`src/rtl/cfg_pkg.sv`:
```
// Shared types and default constants for the tile configuration bitstream loader.
package cfg_pkg;

  localparam int         DEFAULT_FRAME_W    = 33;
  localparam int         DEFAULT_NUM_FRAMES = 6;
  localparam logic [7:0] DEFAULT_SYNC_WORD  = 8'hA5;

  typedef enum logic [2:0] {
    ST_IDLE,
    ST_HEADER,
    ST_LOAD,
    ST_CHECK,
    ST_DONE,
    ST_ERROR
  } state_e;

  function automatic int bytes_per_frame(input int frame_w);
    return (frame_w + 7) / 8;
  endfunction

endpackage

```
`src/rtl/cfg_bitstream_loader_if.sv`:
```
// Byte-serial config input plus frame write port toward the tile array.
interface cfg_bitstream_loader_if #(
  parameter int FRAME_W = cfg_pkg::DEFAULT_FRAME_W,
  parameter int ADDR_W  = $clog2(cfg_pkg::DEFAULT_NUM_FRAMES)
);
  logic [7:0]         cfg_data;
  logic               cfg_valid;
  logic               cfg_ready;
  logic [FRAME_W-1:0] frame_data;
  logic [ADDR_W-1:0]  frame_addr;
  logic               frame_we;
  logic               cfg_done;
  logic               cfg_error;

  modport master (
    output cfg_data, cfg_valid,
    input  cfg_ready, frame_data, frame_addr, frame_we, cfg_done, cfg_error
  );

  modport slave (
    input  cfg_data, cfg_valid,
    output cfg_ready, frame_data, frame_addr, frame_we, cfg_done, cfg_error
  );
endinterface

```
`src/rtl/cfg_frame_assembler.sv`:
```
// Collects LSB-first bytes into a frame; the finished frame is registered and
// announced by a one-cycle frame_complete pulse the cycle after its last byte.
module cfg_frame_assembler
  import cfg_pkg::*;
#(
  parameter int FRAME_W = DEFAULT_FRAME_W
) (
  input  logic               clock,
  input  logic               reset,
  input  logic               clr_i,
  input  logic               byte_vld_i,
  input  logic [7:0]         byte_dat_i,
  output logic               byte_last_o,
  output logic [FRAME_W-1:0] frame_dat_o,
  output logic               frame_complete_o
);
  localparam int BYTES = bytes_per_frame(FRAME_W);
  localparam int CNT_W = (BYTES > 1) ? $clog2(BYTES) : 1;

  logic [CNT_W-1:0]   cnt_q;
  logic [BYTES*8-1:0] asm_q, asm_d;
  logic [FRAME_W-1:0] frame_q;
  logic               complete_q;

  assign byte_last_o = (cnt_q == CNT_W'(BYTES - 1));

  always_comb begin
    asm_d = asm_q;
    asm_d[{cnt_q, 3'b000} +: 8] = byte_dat_i;
  end

  // Top bits of the last byte beyond FRAME_W are dropped when the frame is latched.
  always_ff @(posedge clock) begin
    if (reset) begin
      cnt_q      <= '0;
      asm_q      <= '0;
      frame_q    <= '0;
      complete_q <= 1'b0;
    end else begin
      complete_q <= 1'b0;
      if (clr_i) begin
        cnt_q <= '0;
      end else if (byte_vld_i) begin
        asm_q <= asm_d;
        if (byte_last_o) begin
          cnt_q      <= '0;
          frame_q    <= asm_d[FRAME_W-1:0];
          complete_q <= 1'b1;
        end else begin
          cnt_q <= cnt_q + 1'b1;
        end
      end
    end
  end

  assign frame_dat_o      = frame_q;
  assign frame_complete_o = complete_q;
endmodule

```
`src/rtl/cfg_bitstream_loader.sv`:
```
// Bitstream loader: sync/header check, frame writes by index, sticky done/error.
// CFG_LOADER_CHECKSUM_EN adds an XOR trailer byte check after the last frame.
module cfg_bitstream_loader
  import cfg_pkg::*;
#(
  parameter int         FRAME_W    = DEFAULT_FRAME_W,
  parameter int         NUM_FRAMES = DEFAULT_NUM_FRAMES,
  parameter logic [7:0] SYNC_WORD  = DEFAULT_SYNC_WORD
) (
  input logic                   clock,
  input logic                   reset,
  cfg_bitstream_loader_if.slave bus
);
  localparam int                ADDR_W       = (NUM_FRAMES > 1) ? $clog2(NUM_FRAMES) : 1;
  localparam logic [7:0]        NUM_FRAMES_B = 8'(NUM_FRAMES);
  localparam logic [ADDR_W-1:0] LAST_IDX     = ADDR_W'(NUM_FRAMES - 1);

  state_e             state_q, state_d;
  logic [ADDR_W-1:0]  idx_q, idx_d;
  logic [ADDR_W-1:0]  addr_q, addr_d;
  logic               ready_q;
  logic               xfer, load_byte, byte_last, frame_last, asm_clr;
  logic               frame_complete;
  logic [FRAME_W-1:0] frame_dat;

  assign xfer       = bus.cfg_valid & ready_q;
  assign load_byte  = xfer && (state_q == ST_LOAD);
  assign frame_last = load_byte && byte_last;

  cfg_frame_assembler #(.FRAME_W(FRAME_W)) u_asm (
    .clock            (clock),
    .reset            (reset),
    .clr_i            (asm_clr),
    .byte_vld_i       (load_byte),
    .byte_dat_i       (bus.cfg_data),
    .byte_last_o      (byte_last),
    .frame_dat_o      (frame_dat),
    .frame_complete_o (frame_complete)
  );

`ifdef CFG_LOADER_CHECKSUM_EN
  logic [7:0] csum_q, csum_d;

  always_comb begin
    csum_d = csum_q;
    if (asm_clr)        csum_d = '0;
    else if (load_byte) csum_d = csum_q ^ bus.cfg_data;
  end

  always_ff @(posedge clock) begin
    if (reset) csum_q <= '0;
    else       csum_q <= csum_d;
  end
`endif

  always_comb begin
    state_d = state_q;
    idx_d   = idx_q;
    addr_d  = addr_q;
    asm_clr = 1'b0;
    case (state_q)
      ST_IDLE: if (xfer && bus.cfg_data == SYNC_WORD) state_d = ST_HEADER;
      ST_HEADER: begin
        if (xfer) begin
          if (bus.cfg_data == NUM_FRAMES_B) begin
            state_d = ST_LOAD;
            idx_d   = '0;
            asm_clr = 1'b1;
          end else begin
            state_d = ST_ERROR;
          end
        end
      end
      ST_LOAD: begin
        // Address is latched with the frame so it stays paired with frame_data until the next strobe.
        if (frame_last) begin
          addr_d = idx_q;
          idx_d  = idx_q + 1'b1;
          if (idx_q == LAST_IDX) begin
`ifdef CFG_LOADER_CHECKSUM_EN
            state_d = ST_CHECK;
`else
            state_d = ST_DONE;
`endif
          end
        end
      end
`ifdef CFG_LOADER_CHECKSUM_EN
      ST_CHECK: if (xfer) state_d = (bus.cfg_data == csum_q) ? ST_DONE : ST_ERROR;
`endif
      default: ;
    endcase
  end

  always_ff @(posedge clock) begin
    if (reset) begin
      state_q <= ST_IDLE;
      idx_q   <= '0;
      addr_q  <= '0;
      ready_q <= 1'b0;
    end else begin
      state_q <= state_d;
      idx_q   <= idx_d;
      addr_q  <= addr_d;
      ready_q <= (state_d == ST_IDLE) || (state_d == ST_HEADER) ||
                 (state_d == ST_LOAD) || (state_d == ST_CHECK);
    end
  end

  assign bus.cfg_ready  = ready_q;
  assign bus.frame_data = frame_dat;
  assign bus.frame_addr = addr_q;
  assign bus.frame_we   = frame_complete;
  assign bus.cfg_done   = (state_q == ST_DONE);
  assign bus.cfg_error  = (state_q == ST_ERROR);
endmodule
```
`src/flat_wrapper.sv`:
```
// flat-port wrapper written by rule: the top's interface ports become plain ports
module cfg_bitstream_loader_flat import cfg_pkg::*;
#(
  parameter int         FRAME_W    = DEFAULT_FRAME_W,
  parameter int         NUM_FRAMES = DEFAULT_NUM_FRAMES,
  parameter logic [7:0] SYNC_WORD  = DEFAULT_SYNC_WORD
)
  (clock, reset, bus_cfg_data, bus_cfg_valid, bus_cfg_ready, bus_frame_data, bus_frame_addr, bus_frame_we, bus_cfg_done, bus_cfg_error);
  cfg_bitstream_loader_if #(.FRAME_W(FRAME_W)) bus_i ();
  input logic clock;
  input logic reset;
  input wire logic [$bits(bus_i.cfg_data)-1:0] bus_cfg_data;
  input wire logic [$bits(bus_i.cfg_valid)-1:0] bus_cfg_valid;
  output wire logic [$bits(bus_i.cfg_ready)-1:0] bus_cfg_ready;
  output wire logic [$bits(bus_i.frame_data)-1:0] bus_frame_data;
  output wire logic [$bits(bus_i.frame_addr)-1:0] bus_frame_addr;
  output wire logic [$bits(bus_i.frame_we)-1:0] bus_frame_we;
  output wire logic [$bits(bus_i.cfg_done)-1:0] bus_cfg_done;
  output wire logic [$bits(bus_i.cfg_error)-1:0] bus_cfg_error;
  assign bus_i.cfg_data = bus_cfg_data;
  assign bus_i.cfg_valid = bus_cfg_valid;
  assign bus_cfg_ready = bus_i.cfg_ready;
  assign bus_frame_data = bus_i.frame_data;
  assign bus_frame_addr = bus_i.frame_addr;
  assign bus_frame_we = bus_i.frame_we;
  assign bus_cfg_done = bus_i.cfg_done;
  assign bus_cfg_error = bus_i.cfg_error;
  cfg_bitstream_loader #(.FRAME_W(FRAME_W), .NUM_FRAMES(NUM_FRAMES), .SYNC_WORD(SYNC_WORD)) u_core (.clock(clock), .reset(reset), .bus(bus_i));
endmodule
```
`config.mk`:
```
export PLATFORM = sky130hd
export DESIGN_NAME = cfg_bitstream_loader_flat
export DESIGN_NICKNAME = d
export VERILOG_FILES = /design/src/rtl/cfg_pkg.sv /design/src/rtl/cfg_bitstream_loader_if.sv /design/src/rtl/cfg_frame_assembler.sv /design/src/rtl/cfg_bitstream_loader.sv /design/src/flat_wrapper.sv
export SDC_FILE = /design/constraint.sdc
export NUM_CORES = 1
export LEC_CHECK = 0
export ABC_AREA = 1
export BUFFER_PORTS_ARGS = -buffer_cell sky130_fd_sc_hd__clkbuf_2
export CAP_MARGIN = 5
export CELL_PAD_IN_SITES_DETAIL_PLACEMENT = 0
export CELL_PAD_IN_SITES_GLOBAL_PLACEMENT = 1
export CORE_ASPECT_RATIO = 1.5
export CORE_MARGIN = 4
export CORE_UTILIZATION = 46
export CTS_BUF_LIST = sky130_fd_sc_hd__clkbuf_4 sky130_fd_sc_hd__clkbuf_8
export CTS_CLUSTER_DIAMETER = 30
export DETAILED_ROUTE_END_ITERATION = 10
export GPL_ROUTABILITY_DRIVEN = 0
export PLACE_DENSITY = 0.95
export SYNTH_ARGS = -nofsm -noshare
export SYNTH_HDL_FRONTEND = slang
export SYNTH_HIERARCHICAL = 1
export SYNTH_SLANG_ARGS = --single-unit
```
`constraint.sdc`:
```
create_clock -name clock -period 5.6 [get_ports clock]
set_clock_uncertainty 0.1 [all_clocks]
set_input_delay 0.56 -clock clock [delete_from_list [all_inputs] [get_ports clock]]
set_output_delay 0.56 -clock clock [all_outputs]
set_load 0.1 [all_outputs]
```
== After elaboration in Yosys (flattened, before gate mapping) ==
Index checks and enable logic that the tools add are counted.

* Shifts and indexed selects: 2
* Reduce and logical (&&, ||, !) cells: 15
* Mux-type cells: 16
* $add $sub $neg: 3
* Eq/ne operators: 14
* Bitwise operators: 3

{| class="wikitable"
|+ Operator list
! operator !! number
|-
| $bwmux W40 || 1
|-
| $shift A8 B8 Y40 const A || 1
|-
| $shiftx A8 B8 Y40 || 1
|-
| $mux W3 || 9
|-
| $eq A3 B3 Y1 const B || 4
|-
| $eq A3 B2 Y1 const B || 3
|-
| $pmux W3 S3 || 1
|-
| $eq A8 B3 Y1 const B || 1
|-
| $eq A8 B8 Y1 const B || 1
|-
| $neg A6 Y8 || 1
|-
| $add A3 B1 Y3 const B || 2
|-
| $eq A3 B1 Y1 const B || 2
|-
| $logic_not A3 Y1 || 2
|-
| $ne A2 B1 Y1 const B || 3
|-
| $pmux W3 S2 || 1
|-
| $mux W1 || 4
|-
| $reduce_and A2 Y1 || 2
|-
| $reduce_and A4 Y1 || 1
|-
| $logic_and A1 B1 Y1 || 3
|-
| $logic_or A1 B1 Y1 || 3
|-
| $reduce_and A3 Y1 || 1
|-
| $reduce_or A3 Y1 || 1
|-
| $not A1 Y1 || 2
|-
| $reduce_bool A2 Y1 || 1
|-
| 2 further kinds || 2
|}

* Input bits: 11
* Logic and storage cells: 61
* Register bits after elaboration: 87
* Output and inout bits: 40

== Depth between registers and ports, before layout ==
Gate-level depths: netlist (run 1).

* Depth after elaboration: 9
* Mapped depth: 14
* Depth with buffers taken out: 12

== Cells and area by module ==
The synthesis (run 1) kept the hierarchy.

{| class="wikitable"
|+ By module, submodules not included
! module !! times used !! seq. area each (um^2) !! cells each !! area an instance (um^2)
|-
| cfg_frame_assembler || 1 || 1401.3 || 587 || 3682.3
|-
| cfg_bitstream_loader || 1 || 200.2 || 86 || 583.1
|}

== Worst setup path before layout (run 1) ==
Ideal clock, no wire load.

* Path kind: reg2reg
* From: register u_core.ready_q (netlist: u_core/bus.cfg_ready)
* To: register u_core.u_asm.frame_q[3] (netlist: u_core/u_asm/frame_dat_o[3])
* Path slack: 3.203 ns
* Cell stages (with the launch flop): 10
* Period minus slack after synthesis: 2.397 ns
* Data required time: 5.391 ns
* Setup time: 0.109 ns
* Path buffers: 2
* Data arrival time: 2.188 ns
* Cells stage by stage: dfxtp_1 nand2_1 nor2_4 nand2_2 nor2_2 buf_6 buf_4 nand3_1 nand2_1 inv_1

{| class="wikitable"
|+ RTL lines
! element !! RTL line !! RTL
|-
| from (decl) || cfg_bitstream_loader.sv:21 || <nowiki>logic ready_q;</nowiki>
|-
| from (signal assigned) || cfg_bitstream_loader.sv:105 || <nowiki>ready_q <= (state_d == ST_IDLE) || (state_d == ST_HEADER) ||</nowiki>
|-
| $and A1 B1 Y1 || cfg_bitstream_loader.sv:26 || <nowiki>assign xfer = bus.cfg_valid & ready_q;</nowiki>
|-
| $logic_and A1 B1 Y1 || cfg_bitstream_loader.sv:27 || <nowiki>assign load_byte = xfer && (state_q == ST_LOAD);</nowiki>
|-
| named net u_core.load_byte || cfg_bitstream_loader.sv:22 || <nowiki>logic xfer, load_byte, byte_last, frame_last, asm_clr;</nowiki>
|-
| $reduce_and A3 Y1 (no source line) || n/a ||
|-
| to (signal assigned) || cfg_frame_assembler.sv:47 || <nowiki>frame_q <= asm_d[FRAME_W-1:0];</nowiki>
|-
| to (decl) || cfg_frame_assembler.sv:22 || <nowiki>logic [FRAME_W-1:0] frame_q;</nowiki>
|}

The timed path passes the listed nets, and every way through them passes these cells.
A chain may end at the register's enable or synchronous reset.

== Final worst setup path (run 1) ==
* From: register u_core.u_asm.cnt_q[0]
* To: register u_core.u_asm.frame_q[8] (netlist: u_core/u_asm/frame_dat_o[8])

{| class="wikitable"
|+ RTL lines
! element !! RTL line !! RTL
|-
| from (decl) || cfg_frame_assembler.sv:20 || <nowiki>logic [CNT_W-1:0] cnt_q;</nowiki>
|-
| from (signal assigned) || cfg_frame_assembler.sv:50 || <nowiki>cnt_q <= cnt_q + 1'b1;</nowiki>
|-
| $eq A3 B3 Y1 || cfg_frame_assembler.sv:25 || <nowiki>assign byte_last_o = (cnt_q == CNT_W'(BYTES - 1));</nowiki>
|-
| named net u_core.byte_last || cfg_bitstream_loader.sv:22 ||
|-
| $reduce_and A3 Y1 (no source line) || n/a ||
|}

The timed path passes the listed nets, and every way through them passes these cells.

==> results_dict.tcl, run 1 <==
set metrics [dict create \
    status "finished, final reports clean" \
    synth_top_cells_by_area "dfxtp_1 38%, nor2_1 15%, nand2_1 14%" \
    via_per_inst 4.818 \
    crit_path_start_kind "flip-flop" \
    fin_cells 825 \
    hpwl_mm 6.890 \
    fp.dieW_um 86.63 \
    cts_setup_buffers 0 \
    syn-num-nets 694 \
    ys_types 29 \
    grt_antenna_before_repair 0 \
    grt_first_pass_wirelength_mm 16.87 \
    numCtsBuffers 9 \
    clk_latency_ps 350 \
    worstHoldEndpoint "u_core/bus.frame_addr[2]" \
    cts_buffer_depth 2 \
    yosys.area.top_type_share 0.3755 \
    cts_tree "yes" \
    path_class "flip-flop to flip-flop" \
    p_per_area_nw_per_um2 220.0 \
    worstHoldStart "u_core/bus.frame_addr[2]" \
    netlist_instances 673 \
    yosysTopAreaCell "dfxtp_1" \
    clkSinkCount 80 \
    finalCritPeriodShare 0.5012 \
    numPortBuffers 50 \
    worst_pin_slew_ps 655.0 \
    drv_cap 0 \
    worst_ep_arrival_time_ps 2960 \
    dp.cells 809 \
    cts-root-buf "clkbuf_8" \
    std_cell_rows 42 \
    num-fill-cells 950 \
    setup_viol 0 \
    gr-usage-all-layers 0.1893 \
    cts_resized 0 \
    vias 3975 \
    worst_ep_required_time_ps 5750 \
    first_pass_iters 4 \
    holdPathStages 2 \
    postSynthAreaPerCell_um2 6.338 \
    gr-total-overflow 0 \
    leakage_uw 0.002419 \
    grt_max_degree 67 \
    first_iter_violations 203 \
    period_minus_slack_ps 2807 \
    route.detailed.drc 0 \
    max-slew-margin-rel 0.5633 \
    nNetsFinal 731 \
    finalHoldViolCount 0 \
    endpoint_kind "flip-flop" \
    routed_wl_mm 9.745 \
    ys_ff_latch 80 \
    netlist_area_um2 4265 \
    die_h_um 125.9 \
    timing.critical_path.fanout_max 40 \
    die_area_um2 10910 \
    grt_pass1_vias 3773 \
    ff2ff_setup_slack_ps 2790 \
    htreeDepth 3 \
    grt_setup_unrepaired "no" \
    hold_buffers 0 \
    antenna_cells 0 \
    rr_worst_depth 9 \
    hp-class "flip-flop to flip-flop" \
    drive_gt1_frac 0.1273 \
    setup-tns-final_ps 0 \
    core_um2 8934 \
    clkTransAtPathRegs_ps 70 \
    worst_r2r_startpoint "u_core/u_asm/cnt_q[0]" \
    detail-route-antenna-nets 0 \
    yosysSeqAreaShare 0.3755 \
    pin_count 51 \
    ys_warn_count 6 \
    syn_to_final_growth_pct 10.53 \
    reg2reg_to "u_core/u_asm/frame_dat_o[8]" \
    clock.fmax_ghz 0.3563 \
    post_drt_wl_per_cell_um 11.81 \
    drv_slew 0 \
    start_util 0.4775 \
    vdd_drop_max_mv 0.1215 \
]
-- worst max-delay path, cell delays in order (launching register included) --
cell	delay (ps)
dfxtp_1	460
inv_2	250
ha_1	250
ha_1	260
inv_1	120
nor2_4	490
buf_4	480
nand3_1	140
nand2_1	80
inv_1	30
-- synth_stat cells (all sizes together) --
cell type and number:
xnor2 1, o211a 1, o21ai 5, dfxtp 80, clkbuf 5, o211ai 1
nand4 10, or2 2, nor3 3, inv 96, buf 22, a41oi 1
a21oi 14, ha 10, nor2 172, nand2 167, nand3 83
-- layout by cell type, fill, tap and decap left out, types with 5 or more instances in the layout --
cell type	instances
nand4_1	10
clkbuf_8	10
nand3_1	81
nor2_1	167
ha_1	10
inv_1	92
clkbuf_2	50
o21ai_0	5
nand2_1	161
dfxtp_1	80
a21oi_1	10
-- flip-flops by register name (all words and copies together) (netlist names) --
register and flops:
u_core/u_asm/cnt_q 3, u_core/bus.cfg_ready 1, u_core/state_q 3, u_core/u_asm/frame_complete_o 1, u_core/u_asm/frame_dat_o 33, u_core/idx_q 3
u_core/u_asm/asm_q 33, u_core/bus.frame_addr 3
-- per-layer routing --
| metal | GRT usage | wire length, um | vias up |
|---|---|---|---|
| li1 | - | - | 2120 |
| met1 | 0.2245 | 4267 | 1770 |
| met2 | 0.3224 | 4926 | 67 |
| met3 | 0.04118 | 321 | 18 |
| met4 | 0.08349 | 229 | 0 |
| met5 | 0 | 0 | - |
-- per-stage QoR --
stage	hold slack [ps]	area, um^2	power [uW]	util	setup WS (ps)
after floorplan	350.2	4265	599.5	-	3203
after global placement	358.1	4508	612.3	0.5046	2903
after detailed placement	378.6	4508	612.5	0.5046	2847
after CTS	390.5	4715	1056	0.5277	2820
after global routing	407.3	4715	1084	0.5277	2498
final	384.7	4715	1037	0.5277	2793
-- cell families (layout without fill, tap and decap cells) --
kind of cell,count (synthesis),after routing,share of synthesized area
fa+ha+maj,10,10,0.02933
buf+inv,123,165,0.1250
flops,80,80,0.3755
simple gates,437,437,0.4362
xor+xnor,1,1,0.002054
compound gates,22,22,0.03197
-- layout make-up --
class                           instances  area [um^2]  share of cell area
Clock buffer                           14        167.7             0.03556
Clock inverter                          2        38.79            0.008227
Inverter                               96        360.3             0.07643
Multi-Input combinational cell        470         2136              0.4530
Sequential cell                        80         1602              0.3397
Tap cell                              110        137.6             0.02919
Timing Repair Buffer                   53        272.8             0.05786
-- report_power, final --
group / switching (uW) / internal [uW] / total, uW
logic: 22.8 / 6.60 / 29.4
registers: 0.322 / 569 / 569
clock network: 199 / 239 / 439
total: 222 / 815 / 1040
-- how the worst max path moves through the flow --
stage,from,to,slack (ps),cells past startpoint
5_1_grt,u_core/u_asm/cnt_q[0],u_core/u_asm/frame_dat_o[7],2500,10
4_1_cts,u_core/u_asm/cnt_q[0],u_core/u_asm/frame_dat_o[8],2820,9
2_1_floorplan,u_core/bus.cfg_ready,u_core/u_asm/frame_dat_o[3],3200,9
3_5_place_dp,u_core/u_asm/cnt_q[0],u_core/u_asm/frame_dat_o[4],2850,9
6_report,u_core/u_asm/cnt_q[0],u_core/u_asm/frame_dat_o[8],2790,9
3_3_place_gp,u_core/u_asm/cnt_q[0],u_core/u_asm/frame_dat_o[12],2900,9
No activity file was read; power rests on OpenSTA's default activity.
==> run 2, diff against run 1 <==
- CORE_UTILIZATION: 46 -> 38
- PLACE_DENSITY: 0.95 -> 0.89
- clock period: 5.6 -> 2.5 ns (I/O delays scaled with it)
==> run 2 against run 1 <==
Maximum frequency grew 26%. Sequential power grew 120%. Clock power grew 92%. Highest routed layer unchanged.
==> results_dict.tcl, run 2 (synthesis gave the netlist of run 1 again) <==
set metrics [dict create \
    status "finished, final reports clean" \
    reg2reg_to "u_core/u_asm/asm_q[3]" \
    drv_cap 0 \
    hp-class "input port to flip-flop" \
    setup-tns-final_ps 0 \
    gr-usage-all-layers 0.1652 \
    die_h_um 137.8 \
    die_area_um2 13020 \
    clk_latency_ps 350 \
    start_util 0.3879 \
    cts_resized 0 \
    worst_r2r_startpoint "u_core/u_asm/cnt_q[1]" \
    grt_max_degree 67 \
    crit_buf_inv 2 \
    rr_worst_depth 9 \
    fin_util 0.4363 \
    fp.dieW_um 94.51 \
    fin_cells 863 \
    period_minus_slack_ps 2224 \
    grt_setup_unrepaired "no" \
    num-fill-cells 1209 \
    grt_antenna_before_repair 0 \
    vias 4044 \
    clkSinkCount 80 \
    leakage_uw 0.002431 \
    worstHoldEndpoint "u_core/u_asm/asm_q[2]" \
    cts_buffer_depth 2 \
    crit_path_start_kind "flip-flop" \
    final_cell_mix "167 x nor2_1, 161 x nand2_1, 92 x inv_1" \
    drv_slew 0 \
    cpPeakStageDelay_ps 460 \
    multi_input_area_um2 2136 \
    dp.cells 850 \
    cp_top_family "simple AND/OR/NAND/NOR gates" \
    detail-route-antenna-nets 0 \
    core_um2 11000 \
    grt_pass1_vias 3708 \
    antenna_cells 0 \
    pin_count 51 \
    cts_setup_buffers 0 \
    nNetsFinal 735 \
    post_drt_wl_per_cell_um 11.64 \
    ff2ff_setup_slack_ps 280 \
    syn_to_final_growth_pct 12.50 \
    drive_gt1_frac 0.1285 \
    endpoint_kind "flip-flop" \
    routed_wl_mm 10.05 \
    setup_viol 0 \
    numPortBuffers 50 \
    worstHoldStart "bus_cfg_data[2]" \
    via_per_inst 4.686 \
    clkTransAtPathRegs_ps 70 \
    numCtsBuffers 9 \
    first_iter_violations 280 \
    p_per_area_nw_per_um2 456.7 \
    std_cell_rows 47 \
    crit_path_top_delay_cell "dfxtp_1" \
    cp_num_cells 9 \
    gr-total-overflow 0 \
    vdd_drop_max_mv 0.2834 \
    worst_pin_slew_ps 672.8 \
    worst_ep_arrival_time_ps 2370 \
    max-slew-margin-rel 0.5515 \
    worst_ep_required_time_ps 2650 \
    hpwl_mm 7.218 \
    grt_first_pass_wirelength_mm 17.10 \
    clock.fmax_ghz 0.4496 \
    path_cells "inv_1, ha_1, ha_1, nor2_4, nand3_2, nand2_1, nand3_1, nand2_1, inv_1" \
    layout.cells.most_common "nor2_1" \
    finalHoldViolCount 0 \
    hold_buffers 0 \
    path_class "flip-flop to flip-flop" \
    fin_area_um2 4798 \
    cts-root-buf "clkbuf_8" \
    finalCritPeriodShare 0.8898 \
    first_pass_iters 5 \
    postPlaceCellArea_um2 4634 \
    htreeDepth 3 \
    holdPathStages 5 \
    cts_tree "yes" \
    seq_area_um2 1602 \
    timing.critical_path.fanout_max 9 \
    route.detailed.drc 0 \
]
==> run 2: power breakdown <==
part,leakage [uW],switching [uW],internal (uW)
clock network,0.0000876,434,408
logic,0.00170,55.9,17.9
registers,0.000644,0.564,1270
==> run 2: final cells by class <==
cell class	count	area share
Clock inverter	1	0.001043
Tap cell	147	0.03833
Clock buffer	12	0.03312
Sequential cell	80	0.3338
Multi-Input combinational cell	470	0.4451
Inverter	96	0.07510
Timing Repair Buffer	57	0.07353
==> run 2: routing by layer <==
metal | GRT usage | routed length, um | up-vias
met5 | 0 | 0 | -
met4 | 0.07705 | 276 | 0
met3 | 0.03607 | 366 | 19
met2 | 0.2820 | 4977 | 74
met1 | 0.1957 | 4429 | 1816
li1 | - | - | 2135
==> run 2: worst max-delay path by stage <==
stage	from	to	slack (ps)
final	u_core/u_asm/cnt_q[1]	u_core/u_asm/asm_q[3]	280
after global routing	u_core/u_asm/cnt_q[1]	u_core/u_asm/frame_dat_o[11]	70
after CTS	u_core/u_asm/cnt_q[1]	u_core/u_asm/asm_q[3]	270
after detailed placement	u_core/u_asm/cnt_q[1]	u_core/u_asm/asm_q[3]	300
after global placement	u_core/u_asm/cnt_q[1]	u_core/u_asm/frame_dat_o[29]	380
after floorplan	u_core/bus.cfg_ready	u_core/u_asm/frame_dat_o[3]	100
==> run 2: per-stage QoR <==
stage / hold slack, ps / worst slack, ps / total power (uW)
after floorplan: 212.4 / 103.0 / 1343
after global placement: 357.1 / 383.3 / 1379
after detailed placement: 358.4 / 295.7 / 1379
after CTS: 262.1 / 271.9 / 2234
after global routing: 284.4 / 69.94 / 2283
final: 293.0 / 275.6 / 2191
==> run 2: worst register-to-register path, cell delays in order, from the launching register on <==
cell,delay (ps)
dfxtp_1,460
inv_1,120
ha_1,240
ha_1,400
nor2_4,240
nand3_2,220
nand2_1,140
nand3_1,90
nand2_1,70
inv_1,40
